==> src/rtl/osc_coef_gen.sv <==
// Iterative CORDIC producing the recursive oscillator's 2cos(B) and Amp*sin(B) load words, plus its Enable tick.
// Start to Ready/freqchange is ITER+2 clocks; a Start arriving while a computation is in flight is dropped, not queued.
module osc_coef_gen #(
    parameter int          ITER     = 30,
    parameter int unsigned CORDIC_K = 652032875
) (
    input  logic        Fg_CLK,
    input  logic        RESET,
    input  logic        Start,
    input  logic        Retune,
    input  logic [31:0] Phase,
    input  logic [29:0] Amp,
    input  logic        Run,
    input  logic [15:0] SampleDiv,
    output logic [31:0] init1,
    output logic [31:0] init2,
    output logic        Ready,
    output logic        freqchange,
    output logic        Enable,
    output logic        Busy,
    output logic        Error
);
    typedef enum logic [1:0] {IDLE, ROT, SCALE, ISSUE} state_t;
    localparam logic [4:0] LAST_ITER = 5'(ITER - 1);

    state_t             state;
    logic [4:0]         iter;
    logic signed [33:0] x, y, x_sh, y_sh;
    logic signed [32:0] z, atan_z;
    logic [29:0]        amp_q;
    logic               retune_q;
    logic               phase_bad;
    logic [31:0]        c_sat, s1;
    logic signed [63:0] y_ext, amp_ext, prod;
    logic               ready_set;
    logic [15:0]        div_cnt;

    // Angles in units of 2^-32 turn: round(atan(2^-i) * 2^32 / (2*pi)).
    function automatic logic [31:0] atan_lut(input logic [4:0] i);
        case (i)
            5'd0:  atan_lut = 32'd536870912;
            5'd1:  atan_lut = 32'd316933406;
            5'd2:  atan_lut = 32'd167458907;
            5'd3:  atan_lut = 32'd85004756;
            5'd4:  atan_lut = 32'd42667331;
            5'd5:  atan_lut = 32'd21354465;
            5'd6:  atan_lut = 32'd10679838;
            5'd7:  atan_lut = 32'd5340245;
            5'd8:  atan_lut = 32'd2670163;
            5'd9:  atan_lut = 32'd1335087;
            5'd10: atan_lut = 32'd667544;
            5'd11: atan_lut = 32'd333772;
            5'd12: atan_lut = 32'd166886;
            5'd13: atan_lut = 32'd83443;
            5'd14: atan_lut = 32'd41722;
            5'd15: atan_lut = 32'd20861;
            5'd16: atan_lut = 32'd10430;
            5'd17: atan_lut = 32'd5215;
            5'd18: atan_lut = 32'd2608;
            5'd19: atan_lut = 32'd1304;
            5'd20: atan_lut = 32'd652;
            5'd21: atan_lut = 32'd326;
            5'd22: atan_lut = 32'd163;
            5'd23: atan_lut = 32'd81;
            5'd24: atan_lut = 32'd41;
            5'd25: atan_lut = 32'd20;
            5'd26: atan_lut = 32'd10;
            5'd27: atan_lut = 32'd5;
            5'd28: atan_lut = 32'd3;
            5'd29: atan_lut = 32'd1;
            default: atan_lut = 32'd0;
        endcase
    endfunction

    assign phase_bad = (Phase == 32'd0) || (Phase[31:30] != 2'b00);
    assign x_sh      = x >>> iter;
    assign y_sh      = y >>> iter;
    assign atan_z    = signed'({1'b0, atan_lut(iter)});
    assign y_ext     = 64'(y);
    assign amp_ext   = {34'd0, amp_q};
    assign prod      = y_ext * amp_ext;
    assign s1        = 32'(prod >>> 30);
    assign ready_set = (state == SCALE) && !retune_q;

    always_comb begin
        if (x[33:31] == 3'b000 || x[33:31] == 3'b111) c_sat = x[31:0];
        else                                          c_sat = x[33] ? 32'h8000_0000 : 32'h7FFF_FFFF;
    end

    always_ff @(posedge Fg_CLK) begin
        if (RESET) begin
            state      <= IDLE;
            iter       <= '0;
            x          <= '0;
            y          <= '0;
            z          <= '0;
            amp_q      <= '0;
            retune_q   <= 1'b0;
            init1      <= '0;
            init2      <= '0;
            Ready      <= 1'b0;
            freqchange <= 1'b0;
            Busy       <= 1'b0;
            Error      <= 1'b0;
        end else begin
            Ready      <= 1'b0;
            freqchange <= 1'b0;
            Error      <= 1'b0;
            case (state)
                IDLE: begin
                    if (Start) begin
                        if (phase_bad) begin
                            Error <= 1'b1;
                        end else begin
                            amp_q    <= Amp;
                            retune_q <= Retune;
                            x        <= 34'(CORDIC_K);
                            y        <= '0;
                            z        <= signed'({1'b0, Phase});
                            iter     <= '0;
                            Busy     <= 1'b1;
                            state    <= ROT;
                        end
                    end
                end
                ROT: begin
                    if (!z[32]) begin
                        x <= x - y_sh;
                        y <= y + x_sh;
                        z <= z - atan_z;
                    end else begin
                        x <= x + y_sh;
                        y <= y - x_sh;
                        z <= z + atan_z;
                    end
                    iter <= iter + 5'd1;
                    if (iter == LAST_ITER) state <= SCALE;
                end
                // Words and strobe register together so they are first visible in the ISSUE cycle.
                SCALE: begin
                    init2      <= c_sat;
                    init1      <= s1;
                    Ready      <= !retune_q;
                    freqchange <= retune_q;
                    Busy       <= 1'b0;
                    state      <= ISSUE;
                end
                ISSUE:   state <= IDLE;
                default: state <= IDLE;
            endcase
        end
    end

    // Clearing on the edge that raises Ready puts the first Enable exactly SampleDiv clocks after it.
    always_ff @(posedge Fg_CLK) begin
        if (RESET) begin
            div_cnt <= '0;
            Enable  <= 1'b0;
        end else if (!Run || SampleDiv == 16'd0 || ready_set) begin
            div_cnt <= '0;
            Enable  <= 1'b0;
        end else if (div_cnt == SampleDiv - 16'd1) begin
            div_cnt <= '0;
            Enable  <= 1'b1;
        end else begin
            div_cnt <= div_cnt + 16'd1;
            Enable  <= 1'b0;
        end
    end
endmodule

==> config.mk <==
export PLATFORM = sky130hd
export DESIGN_NAME = osc_coef_gen
export DESIGN_NICKNAME = d
export VERILOG_FILES = /design/src/rtl/osc_coef_gen.sv
export SDC_FILE = /design/constraint.sdc
export NUM_CORES = 2
export LEC_CHECK = 0
export ABC_AREA = 1
export CORE_ASPECT_RATIO = 0.6
export CORE_MARGIN = 2
export CORE_UTILIZATION = 40
export CTS_BUF_LIST = sky130_fd_sc_hd__clkbuf_8
export DETAILED_ROUTE_END_ITERATION = 8
export SLEW_MARGIN = 20
export SYNTH_ARGS = -nofsm -noshare
export SYNTH_HDL_FRONTEND = slang
export SYNTH_SLANG_ARGS = --single-unit
export TNS_END_PERCENT = 5
==> constraint.sdc <==
create_clock -name Fg_CLK -period 8.3 [get_ports Fg_CLK]
set_input_delay 2.49 -clock Fg_CLK [delete_from_list [all_inputs] [get_ports Fg_CLK]]
set_output_delay 2.49 -clock Fg_CLK [all_outputs]
set_load 0.005 [all_outputs]
==> results by group <==
Pwr
  • Lkg Pwr: 36.3 nW
  • Pwr dens: 206 nW/µm²
  • Peak VDD IR: 0.000201 V

Setup path
  • Req. time, crit path: 8.98 ns
  • Critical R2R Capture: init1[15]
  • Worst-path fanout max: 15
  • Family with the most delay on the worst path: adder cells
  • CP max stage cell: dfxtp_1
  • Reg2Reg Depth: 26
  • Critical Path Source Type: flip-flop
  • CP peak stage delay: 0.69 ns
  • Worst Path Arrival: 8.65 ns
  • Type of the worst setup path: reg2reg
  • CP most frequent cell: fa_1
  • R2r setup slk: 0.33 ns
  • Buffers and inverters on the worst path: 8
  • CP Capture Type: flip-flop
  • RR Startpoint: y[14]

Die
  • Die width: 495 µm
  • Rows: 108
  • Ports: 152
  • DIE AREA: 148000 µm²
  • Starting density of the core: 0.402
  • Area of the core: 144000 µm²
  • Die height: 299 µm

Synthesis
  • Netlist Area Pre-Place: 58000 µm²
  • Synth Flop Type: dfxtp_1
  • Commonest cells post-synth: nand2_1 (2157), inv_1 (1818), fa_1 (1043), nand3_1 (491), a21oi_1 (460)
  • Synth top area share: 0.360
  • Largest area contributor in the netlist: fa_1
  • Yosys warns: 0
  • Post-synth EDFFs: 0
  • Synthesis-stage register bit count: 254
  • Sequential-to-total area share from yosys stat: 0.0877
  • Syn Nets: 9568
  • Most numerous cell in the Yosys netlist: nand2_1
  • Ranking of synthesized cells by area: fa_1 (36%), nand2_1 (14%), inv_1 (12%), dfxtp_1 (8.8%), ha_1 (6.3%)
  • Synth cell types: 59
  • Syn Area/Cell: 7.11 µm²
  • Asr flop ratio synth: 0
  • Mapped Cells: 8149

Route
  • Post-DRT Antenna Nets: 0
  • Detailed Routing Iterations Pass 1: 8
  • Routed WL: 211000 µm
  • Wire length per cell: 20.9 µm
  • DR iter-0 viols: 6073
  • DR vias/cell: 5.30
  • DRC viols: 0
  • DR vias: 53.5k

Global routing
  • GR Overflow Total: 0
  • Tot GR Track Use: 0.288
  • Antenna violations before repair: 6
  • First-pass GRT wire length: 325000 µm
  • Vias in the first global route: 51.7k
  • Largest net degree at the start of global routing: 83

Place
  • IO buf count: 151
  • Dpl hpwl: 176000 µm
  • DP Area: 61900 µm²
  • Place WS: 0.354 ns
  • Placer Congestion: 0.988

STA
  • Setup Skew: 0.0740 ns
  • FMAX: 125 MHz
  • Unrepaired setup endpoints after global routing: false
  • Total negative slack: 0 ns
  • Worst slew pin tran: 1.15 ns
  • Slew Limit Fails: 0
  • Minimum clock period: 7.97 ns
  • Final setup fails: 0
  • Fin crit share: 0.960
  • Final hold viol count: 0
  • Hold Worst Slack: 0.425 ns
  • Post-route setup slack: 0.331 ns
  • Slew headroom: 0.225

Finish
  • Final Core Density: 0.437
  • Number of nets in the layout: 9557
  • Fin area: 63000 µm²
  • Share of layout cells above drive strength 1: 0.0503
  • Area Growth Syn to Fin: 8.76%

Hold path
  • Worst hold stages: 1
  • Tightest Hold Check Type: reg2reg
  • Hold path start: retune_q
  • Hold path endpoint: Ready

Status
  • Status: finished clean

Clock network
  • H-tree Lvls: 2
  • Worst-skew pair later-pin latency: 0.74 ns
  • Num CTS Buffers: 47
  • CTS tree: built
  • Worst-path clk slew: 0.07 ns
  • Hold_buf cts: 0
  • Clk buf depth: 3
  • Clock Sinks: 254
  • Root Driver: clkbuf_8

Run
  • Maxcap violations: 0
cell usage in the layout (no fill, tap or decap), types with 191 or more instances in the layout:
cell	count
ha_1	292
o21ai_0	297
inv_1	1823
nor2_1	356
nand3_1	491
dfxtp_1	241
fa_1	1043
a21oi_1	459
nand2_1	2156
buf_4	191
flip-flops by register name, summed over array words and instances (netlist names):
name	count
x	34
y	34
z	33
init1	32
init2	32
amp_q	30
atan_z	30
div_cnt	16
iter	5
state	2
Busy	1
Enable	1
Error	1
Ready	1
freqchange	1
retune_q	1
logic make-up after synthesis:
logic type / share of synthesized area
simple gates: 0.229
flops: 0.0877
compound gates: 0.0880
fa+ha+maj: 0.424
xor+xnor: 0.0237
buf+inv: 0.148
through the flow:
stage               std cells  power (mW)
floorplan                8149        8.12
global placement        10000        11.1
detailed placement      10000        11.1
CTS                     10100        12.7
global route            10100        14.0
finish                  10100        13.0
power breakdown:
group          total [mW]  switching (mW)  internal (mW)  leakage [nW]
logic                9.62            6.64           2.98          33.7
clock network        1.47           0.703          0.762         0.555
registers            1.88           0.379           1.51          2.07
total                13.0            7.72           5.25          36.3
cell type report:
class | count | area [µm²]
Multi-Input combinational cell | 5649 | 44300
Timing Repair Buffer | 358 | 3270
Clock buffer | 54 | 743
Antenna cell | 2 | 5.00
Inverter | 1828 | 6860
Sequential cell | 254 | 5100
Tap cell | 1925 | 2410
Fill cell | 14800 | 81200
Clock inverter | 32 | 314
worst register-to-register path: stages, from the launching register on:
cell and delay [ns]:
dfxtp_1 0.69, buf_4 0.39, nand2_1 0.09, inv_1 0.08, fa_1 0.42, inv_1 0.08
fa_1 0.40, inv_1 0.08, fa_1 0.46, fa_1 0.58, fa_1 0.43, fa_1 0.48
fa_1 0.64, fa_1 0.53, ha_1 0.59, nand2_1 0.19, nor2_1 0.22, inv_1 0.08
o21ai_0 0.28, inv_1 0.10, o21bai_1 0.32, a21o_1 0.15, nor2_1 0.04, o21ai_0 0.33
buf_4 0.22, nand2_1 0.06, inv_1 0.04
per-layer routing:
metal / global-route usage / vias up / share of wire
li1: - / 24400 / -
met1: 0.487 / 26300 / 0.50
met2: 0.344 / 2695 / 0.35
met3: 0.0893 / 159 / 0.13
met4: 0.0433 / 0 / 0.015
met5: 0 / - / 0
worst max-delay path by stage:
stage                   start        end  slack [ns]  cells after the start
finish                  y[14]  init1[15]        0.33                     26
global placement    amp_q[16]  init1[24]        0.32                     27
detailed placement      y[21]  init1[15]        0.35                     25
CTS                 amp_q[16]  init1[24]        0.36                     27
floorplan               y[33]  init1[30]        0.77                     29
global route            y[25]  init1[22]       0.005                     25
timing repair:
item	4_1_cts	5_1_grt
gates resized for setup	0	11
endpoints found under the setup margin	0	11
hold endpoints to repair	0	0
buffers inserted	0	0
No activity file was read; power rests on OpenSTA's default activity.
